### config.mk
export PLATFORM = sky130hd
export DESIGN_NAME = hiscore_port_arbiter
export DESIGN_NICKNAME = d
export VERILOG_FILES = /design/src/rtl/hiscore_pkg.sv /design/src/rtl/hiscore_checksum.sv /design/src/rtl/hiscore_port_arbiter.sv
export SDC_FILE = /design/constraint.sdc
export NUM_CORES = 1
export LEC_CHECK = 0
export BUFFER_PORTS_ARGS = -buffer_cell sky130_fd_sc_hd__buf_4
export CAP_MARGIN = 20
export CORE_UTILIZATION = 60
export CTS_CLUSTER_SIZE = 8
export DETAILED_ROUTE_END_ITERATION = 10
export PLACE_DENSITY = 0.93
export SYNTH_ARGS = -nofsm -noshare
export SYNTH_HDL_FRONTEND = slang
export SYNTH_SLANG_ARGS = --single-unit
### constraint.sdc
create_clock -name clk_sys -period 3.8 [get_ports clk_sys]
set_input_delay 0.57 -clock clk_sys [delete_from_list [all_inputs] [get_ports clk_sys]]
set_output_delay 0.57 -clock clk_sys [all_outputs]
set_load 0.05 [all_outputs]
### src/rtl/hiscore_pkg.sv
// rtl/hiscore_pkg.sv - shared types for the hiscore RAM port arbiter
package hiscore_pkg;

  typedef logic [2:0] hs_arb_state_t;

  localparam hs_arb_state_t ST_IDLE        = 3'd0;
  localparam hs_arb_state_t ST_PAUSE_WAIT  = 3'd1;
  localparam hs_arb_state_t ST_SETTLE_WAIT = 3'd2;
  localparam hs_arb_state_t ST_GRANT_DL    = 3'd3;
  localparam hs_arb_state_t ST_GRANT_UL    = 3'd4;
  localparam hs_arb_state_t ST_SCAN        = 3'd5;
  localparam hs_arb_state_t ST_COMPARE     = 3'd6;
  localparam hs_arb_state_t ST_RELEASE     = 3'd7;

  typedef enum logic [1:0] {OWN_DL, OWN_UL, OWN_AS, OWN_STORE} owner_t;

  typedef logic [15:0] ck_t;
  localparam ck_t CK_INIT = 16'h0000;

endpackage

### src/rtl/hiscore_checksum.sv
// rtl/hiscore_checksum.sv - {8-bit wrapping sum, 8-bit XOR} accumulator over RAM bytes
module hiscore_checksum
  import hiscore_pkg::*;
(
  input  logic        clk,
  input  logic        rst_n,
  input  logic        clear,
  input  logic        valid,
  input  logic [7:0]  data,
  output logic [15:0] ck
);

  ck_t acc;

  always_ff @(posedge clk or negedge rst_n) begin
    if (!rst_n) begin
      acc <= CK_INIT;
    end else if (clear) begin
      acc <= CK_INIT;
    end else if (valid) begin
      acc <= {acc[15:8] + data, acc[7:0] ^ data};
    end
  end

  assign ck = acc;

endmodule

### src/rtl/hiscore_port_arbiter.sv
// rtl/hiscore_port_arbiter.sv - shares the hiscore RAM port between NVRAM download, upload and autosave
module hiscore_port_arbiter
  import hiscore_pkg::*;
#(
  parameter int ADDR_W = 6,
  parameter int DATA_W = 8,
  parameter int SETTLE = 2
) (
  input  logic              clk_sys,
  input  logic              reset_n,
  input  logic              dl_req,
  input  logic              dl_wr,
  input  logic [ADDR_W-1:0] dl_addr,
  input  logic [DATA_W-1:0] dl_data,
  input  logic              ul_req,
  input  logic [ADDR_W-1:0] ul_addr,
  output logic [DATA_W-1:0] ul_data,
  input  logic              as_en,
  input  logic              as_tick,
  output logic              upload_req,
  output logic              pause_req,
  input  logic              paused,
  output logic [ADDR_W-1:0] ram_addr,
  output logic [DATA_W-1:0] ram_wdata,
  output logic              ram_we,
  input  logic [DATA_W-1:0] ram_rdata,
  output logic              busy
);

  localparam int N  = 1 << ADDR_W;
  localparam int SW = $clog2(SETTLE + 1);
  localparam logic [SW-1:0]   SETTLE_LAST = SW'(SETTLE - 1);
  localparam logic [ADDR_W:0] SCAN_LAST   = N[ADDR_W:0];

  hs_arb_state_t   state;
  owner_t          owner;
  logic [SW-1:0]   settle_cnt;
  logic [ADDR_W:0] scan_cnt;
  logic            ack_armed;
  logic            store_pending;
  logic            saved_valid;
  ck_t             saved_ck;
  logic [15:0]     ck;
  logic            as_fire;
  logic            owner_dropped;

  assign as_fire       = as_en & as_tick & saved_valid;
  assign owner_dropped = (owner == OWN_DL && !dl_req) || (owner == OWN_UL && !ul_req);

  // ack_armed: an acknowledge only counts once paused has been seen low in this wait
  always_ff @(posedge clk_sys or negedge reset_n) begin
    if (!reset_n) begin
      state         <= ST_IDLE;
      owner         <= OWN_DL;
      settle_cnt    <= '0;
      scan_cnt      <= '0;
      ack_armed     <= 1'b0;
      store_pending <= 1'b0;
      saved_valid   <= 1'b0;
      saved_ck      <= CK_INIT;
    end else begin
      case (state)
        ST_IDLE: begin
          ack_armed  <= 1'b0;
          settle_cnt <= '0;
          scan_cnt   <= '0;
          if (dl_req) begin
            owner <= OWN_DL;
            state <= ST_PAUSE_WAIT;
          end else if (ul_req) begin
            owner <= OWN_UL;
            state <= ST_PAUSE_WAIT;
          end else if (as_fire) begin
            owner <= OWN_AS;
            state <= ST_PAUSE_WAIT;
          end else if (store_pending) begin
            owner <= OWN_STORE;
            state <= ST_PAUSE_WAIT;
          end
        end
        ST_PAUSE_WAIT: begin
          if (!paused) ack_armed <= 1'b1;
          if (owner_dropped)           state <= ST_RELEASE;
          else if (paused && ack_armed) state <= ST_SETTLE_WAIT;
        end
        ST_SETTLE_WAIT: begin
          if (settle_cnt == SETTLE_LAST) begin
            case (owner)
              OWN_DL:  state <= ST_GRANT_DL;
              OWN_UL:  state <= ST_GRANT_UL;
              default: state <= ST_SCAN;
            endcase
          end else begin
            settle_cnt <= settle_cnt + SW'(1);
          end
        end
        ST_GRANT_DL: begin
          if (!dl_req) begin
            store_pending <= 1'b1;
            state         <= ST_RELEASE;
          end
        end
        ST_GRANT_UL: begin
          if (!ul_req) begin
            store_pending <= 1'b1;
            state         <= ST_RELEASE;
          end
        end
        ST_SCAN: begin
          if (scan_cnt == SCAN_LAST) state <= ST_COMPARE;
          else                       scan_cnt <= scan_cnt + 1'b1;
        end
        ST_COMPARE: begin
          if (owner == OWN_STORE) begin
            saved_ck      <= ck;
            saved_valid   <= 1'b1;
            store_pending <= 1'b0;
          end
          state <= ST_RELEASE;
        end
        default: state <= ST_IDLE;
      endcase
    end
  end

  // RAM read data lags the address by one cycle, so byte k arrives while scan_cnt is k+1
  hiscore_checksum u_checksum (
    .clk   (clk_sys),
    .rst_n (reset_n),
    .clear (state != ST_SCAN),
    .valid (state == ST_SCAN && scan_cnt != '0),
    .data  (ram_rdata[7:0]),
    .ck    (ck)
  );

  always_comb begin
    ram_addr  = '0;
    ram_wdata = '0;
    ram_we    = 1'b0;
    ul_data   = '0;
    case (state)
      ST_GRANT_DL: begin
        ram_addr  = dl_addr;
        ram_wdata = dl_data;
        ram_we    = dl_wr;
      end
      ST_GRANT_UL: begin
        ram_addr = ul_addr;
        ul_data  = ram_rdata;
      end
      ST_SCAN: ram_addr = scan_cnt[ADDR_W-1:0];
      default: ;
    endcase
  end

  assign pause_req  = (state != ST_IDLE) && (state != ST_RELEASE);
  assign upload_req = (state == ST_COMPARE) && (owner != OWN_STORE) && (ck != saved_ck);
  assign busy       = (state != ST_IDLE);

endmodule

Yosys cells after proc, flatten, opt, wreduce, memory -nomap -nowiden
Index checks and enable logic that the tools add are counted.
{ "classes": {"addsub": 3, "n_mul": 0, "div_mod_pow": 0, "n_lt_le_gt_ge": 0, "eq_ne": 24, "n_shift": 0, "mux": 32, "bitwise_logic": 3, "n_reduce_logical": 27} }
{ "op_table": {"columns": ["operator", "n"], "rows": [
  ["2-to-1 mux 16 bit", 2],
  ["2-to-1 mux 3 bit", 10],
  ["case mux 3 bit (7 select lines)", 1],
  ["inequality test 2 bit (second input constant)", 9],
  ["case mux 6 bit (3 select lines)", 1],
  ["2-to-1 mux 8 bit", 2],
  ["inequality test 16 bit", 1],
  ["case mux 7 bit (2 select lines)", 1],
  ["2-to-1 mux 2 bit", 5],
  ["AND reduction 2 bit", 5],
  ["== test 3 bit (second input constant)", 3],
  ["inequality test 3 bit (second input constant)", 3],
  ["adder 8 bit", 1],
  ["nonzero test 2 bit", 4],
  ["XOR 8 bit", 1],
  ["adder 7 x 1 -> 7 bit (second input constant)", 1],
  ["== test 7 bit (second input constant)", 1],
  ["logical AND 1 bit", 7],
  ["2-to-1 mux 7 bit", 1],
  ["nonzero test 7 bit", 1],
  ["== test 3 x 2 -> 1 bit (second input constant)", 2],
  ["case mux 3 bit (2 select lines)", 1],
  ["AND reduction 6 bit", 1],
  ["nonzero test 3 bit", 2],
  ["16 further kinds", 23]
]} }
{ "word_totals": {"reg_bits": 49, "latch_bits": 0, "mem_bits_rw": 0, "romBits": 0, "in_bits": 36, "out_inout_bits": 26, "wordCells": 98, "mem_count": 0} }

Logic depth before layout (Yosys ltp)
{ "logic_depth": {"depth_word": 6, "ltp_mapped": 8, "depth_no_buf": 7} }

By module
Synthesis repeated with hierarchy kept, for this count alone.
{ "unflattened": {"cells_unflattened": 299, "area_unflattened_um2": 2989.1} }
{ "modules_own_cells": {"columns": ["mod", "instances", "cells_each", "area_per_inst_um2", "seq_area_each_um2"], "rows": [
  ["hiscore_port_arbiter", 1, 202, 2033.2, 825.8],
  ["hiscore_checksum", 1, 97, 955.9, 400.4]
]} }

Worst setup path after synthesis
OpenSTA, ideal clock, no wires.
{ "synth_timing": {"path_type": "register -> output", "start": "reg state[0]", "end": "out upload_req", "arrival_time_ns": 2.536, "required_time_ns": 3.230, "setup_slack_ns": 0.694, "path_stages_with_launch": 5, "path_buffers": 3, "cell_sequence": "dfrtp_1 buf_2 buf_4 buf_2 nor4b_1"} }
{ "synth_between": {"elab_chain_len": 3} }
{ "synth_lines": {"columns": ["element", "line", "text"], "rows": [
  ["start, declared", "hiscore_port_arbiter.sv:35", "hs_arb_state_t state;"],
  ["start signal, assigned", "hiscore_port_arbiter.sv:53", "state <= ST_IDLE;"],
  ["start signal, assigned", "hiscore_port_arbiter.sv:69", "state <= ST_PAUSE_WAIT;"],
  ["start signal, assigned", "hiscore_port_arbiter.sv:72", "state <= ST_PAUSE_WAIT;"],
  ["== test 3 bit", "hiscore_port_arbiter.sv:157", "assign upload_req = (state == ST_COMPARE) && (owner != OWN_STORE) && (ck != saved_ck);"],
  ["logical AND 1 bit (2 in series)", "hiscore_port_arbiter.sv:157", null],
  ["end, declared", "hiscore_port_arbiter.sv:20", "output logic upload_req,"]
]} }
No other way between the ends.

Worst setup path after layout
{ "layout_timing": {"start": "reg state[0]", "end": "out ram_addr[5]"} }
{ "layout_between": {"elab_chain_len": 2, "elab_cells_between_ends": 4, "cone_classes": "3 x eq/ne; 1 x mux"} }
{ "layout_lines": {"columns": ["element", "line", "text"], "rows": [
  ["== test 3 bit / == test 3 x 2 -> 1 bit (equally long branches)", "hiscore_port_arbiter.sv:141", "case (state)"],
  ["case mux 6 bit (3 select lines) (*)", "hiscore_port_arbiter.sv:141", null],
  ["end, declared", "hiscore_port_arbiter.sv:23", "output logic [ADDR_W-1:0] ram_addr,"]
]} }
Every way passes the cells marked *; elsewhere a longest branch is shown, timed or not.

==> results_dict.tcl <==
set metrics [dict create \
    finalSetupViolCount 0 \
    rrSetupSlack_ns 1.52 \
    cts_resized 0 \
    die_w_um 73.6 \
    grt_overflow 0 \
    synthDistinctLibCells 55 \
    muxShareOfSynthArea_pct 8.82 \
    end_kind "primary output" \
    tns_ns 0 \
    routabilityCongestion 0.885 \
    slew-limit-headroom_pct 38.3 \
    p_leak_nw 1.71 \
    grt_max_degree 50 \
    hpwl_um 5180 \
    cp.required_ns 3.23 \
    initial_utilization_pct 63.9 \
    hold_violations 0 \
    ios 62 \
    netlist_area_um2 3080 \
    critical-path-top-delay-family "flip-flops" \
    dr.first_iter.drc_count 260 \
    wl_per_cell_um 16.8 \
    crit_fanout 27 \
    die_area_um2 5420 \
    irDropWorstVdd_mv 0.534 \
    grt_pass1_wl_um 11900 \
    yosysWarnings 0 \
    drive_gt1_share_pct 25.9 \
    synthFlopType "dfrtp_1" \
    crit_chain "nand2_1 > nor2_1 > nand2_1 > o21ai_0 > buf_4" \
    critPathMostFrequentCell "nand2_1" \
    first_pass_iters 5 \
    utilization_pct 75.7 \
    critPathLaunchType "flip-flop" \
    status "completed" \
    critical_path_buf_inv_count 1 \
    synth-seq-area-share_pct 39.8 \
    syn_nets 364 \
    rsz0062_at_grt "no" \
    clockRootBuffer "clkbuf_8" \
    synth-compound-area-share_pct 12.1 \
    synth_top_family_by_area "simple AND/OR/NAND/NOR gates" \
    drc_errors 0 \
    core-area_um2 4820 \
    critPathMaxStageDelay_ns 0.96 \
    powerDensity_nw_per_um2 695 \
    cts_made_buffers 5 \
    antennaDiodeCount 0 \
    ant_nets 0 \
    vias 2622 \
    cts_setup_buffers 0 \
    track_usage_pct 29.1 \
    synth_seq_cells 49 \
    hold_path.class "in2async" \
    finalWirelength_um 7400 \
    h-tree-depth 2 \
    final_max_slew_viol_count 0 \
    rows 25 \
    place_area_um2 3550 \
    critPathKind "reg2out" \
    cap_violations 0 \
    worstPathArrival_ns 2.52 \
    grt_pass1_vias 2496 \
    worst_slew_pin_slew_ns 0.925 \
    via_per_inst 5.95 \
    holdWs_ns 0.261 \
    cp.depth 5 \
    area_growth_pct 18.4 \
    fin_nets 420 \
    synth-edff-count 0 \
    insertion_delay_ns 0.31 \
    stdcell_area_um2 3640 \
    cp_slowest_cell "dfrtp_1" \
    synthSimpleGateAreaFrac_pct 22.5 \
    clk_pin_slew_worst_paths_ns 0.10 \
    synth_fa_ha_area_share_pct 4.71 \
    antenna_found_initial 0 \
    port-buffer-count 61 \
    syn-instance-count 317 \
    r2r.worst_path.cells 6 \
    cts_tree "yes" \
    synth_xor_xnor_area_share_pct 8.53 \
    cts_buffer_depth 2 \
    syn_avg_cell_area_um2 9.71 \
    synthArstFlopShare_pct 100 \
    holdBufCountCts 0 \
    die_h_um 73.6 \
    cts_sinks 49 \
    place_inst 433 \
    instances_no_fill 441 \
    timing.final.crit_period_ns 3.09 \
    fin_crit_sh_pct 81.4 \
    fin_worst_skew_ns 0.0128 \
    fmax_ghz 0.323 \
]
## metal layers
| layer | global-route usage, % | vias to the layer above | routed length [um] |
|---|---|---|---|
| met5 | 0 | - | 0 |
| met2 | 46.5 | 110 | 3740 |
| met1 | 38.3 | 1253 | 3000 |
| met3 | 5.76 | 20 | 481 |
| li1 | - | 1239 | - |
| met4 | 12.8 | 0 | 170 |
## cell type report
type / count / area, um2
Clock buffer: 5 / 68.8
Inverter: 7 / 26.3
Sequential cell: 49 / 1230
Clock inverter: 3 / 22.5
Fill cell: 329 / 1170
Tap cell: 67 / 83.8
Timing Repair Buffer: 63 / 473
Multi-Input combinational cell: 247 / 1740
## cell usage after synthesis (2+ instances only)
cell	number	area share [%]
and3b_1	2	0.57
nand4_1	7	1.4
mux2i_1	8	2.6
nand4b_1	2	0.57
nor4b_1	2	0.57
inv_1	6	0.73
nor2_1	26	3.2
o21a_1	2	0.49
a21oi_1	9	1.5
a21o_1	2	0.49
and2_1	17	3.5
o31ai_1	2	0.49
ha_1	10	4.1
and3_1	2	0.41
xor2_1	12	3.4
a31oi_1	3	0.61
nand2b_1	2	0.41
nand3b_2	2	0.73
clkbuf_1	3	0.37
mux2_2	17	6.2
nor3_1	6	0.98
nand3b_1	3	0.73
dfrtp_1	49	40
nand2_1	29	3.5
buf_4	4	0.98
nor2b_1	2	0.41
o21ai_1	2	0.33
a211oi_1	8	2.0
buf_2	6	0.98
nand3_1	13	2.1
nor3b_1	2	0.49
xnor2_1	18	5.1
o211ai_1	2	0.49
o21ai_0	16	2.6
## worst paths after layout
check	startpoint	endpoint
max in group asynchronous	reset_n	ack_armed
max	state[0]	ram_addr[5]
min in group clk_sys	dl_req	owner[0]
min	reset_n	u_checksum.ck[0]
max reg2reg	state[0]	state[0]
min reg2reg	settle_cnt[1]	settle_cnt[1]
## sequential cells by signal, summed over array words and instances, names as in the netlist
register,cells
saved_ck,16
u_checksum.ck,16
scan_cnt,7
state,3
owner,2
settle_cnt,2
ack_armed,1
saved_valid,1
store_pending,1
## cells in the final DEF, fill, tap and decap left out, types with 5 or more instances in the layout
cell type and count:
mux2i_1 8, inv_1 6, mux2_2 17, ha_1 10
xor2_1 12, nor2_1 26, nand2_1 29, nand4_1 7
and2_1 17, a211oi_1 8, xnor2_1 18, clkbuf_8 5
buf_4 63, a21oi_1 9, nor3_1 6, dfrtp_1 49
o21ai_0 16, nand3_1 13
## worst register-to-register path: stages (launching register included)
cell,delay [ns]
dfrtp_1,0.96
nand3b_2,0.13
buf_4,0.25
a31oi_2,0.38
nand4b_4,0.24
a31o_1,0.12
o21ai_2,0.06
## per-stage QoR
stage | worst slack [ns] | total power, W
2_1_floorplan | 0.694 | 0.00188
3_3_place_gp | 1.25 | 0.00215
3_5_place_dp | 1.05 | 0.00220
4_1_cts | 0.681 | 0.00252
5_1_grt | 0.456 | 0.00269
6_report | 0.706 | 0.00253
## power breakdown
part | internal (W) | total [W] | switching [W]
registers | 0.000635 | 0.000837 | 0.000202
logic | 0.000517 | 0.00138 | 0.000865
clock network | 0.000131 | 0.000316 | 0.000185
## cell families after synthesis
family,Yosys count
buffers and inverters,21
adders and majority gates,11
muxes,25
AOI/OAI and AO/OA,57
and+or+nand+nor,124
xor gates and xnor gates,30
DFF,49
Note: power is estimated with default switching activity, not from simulation.
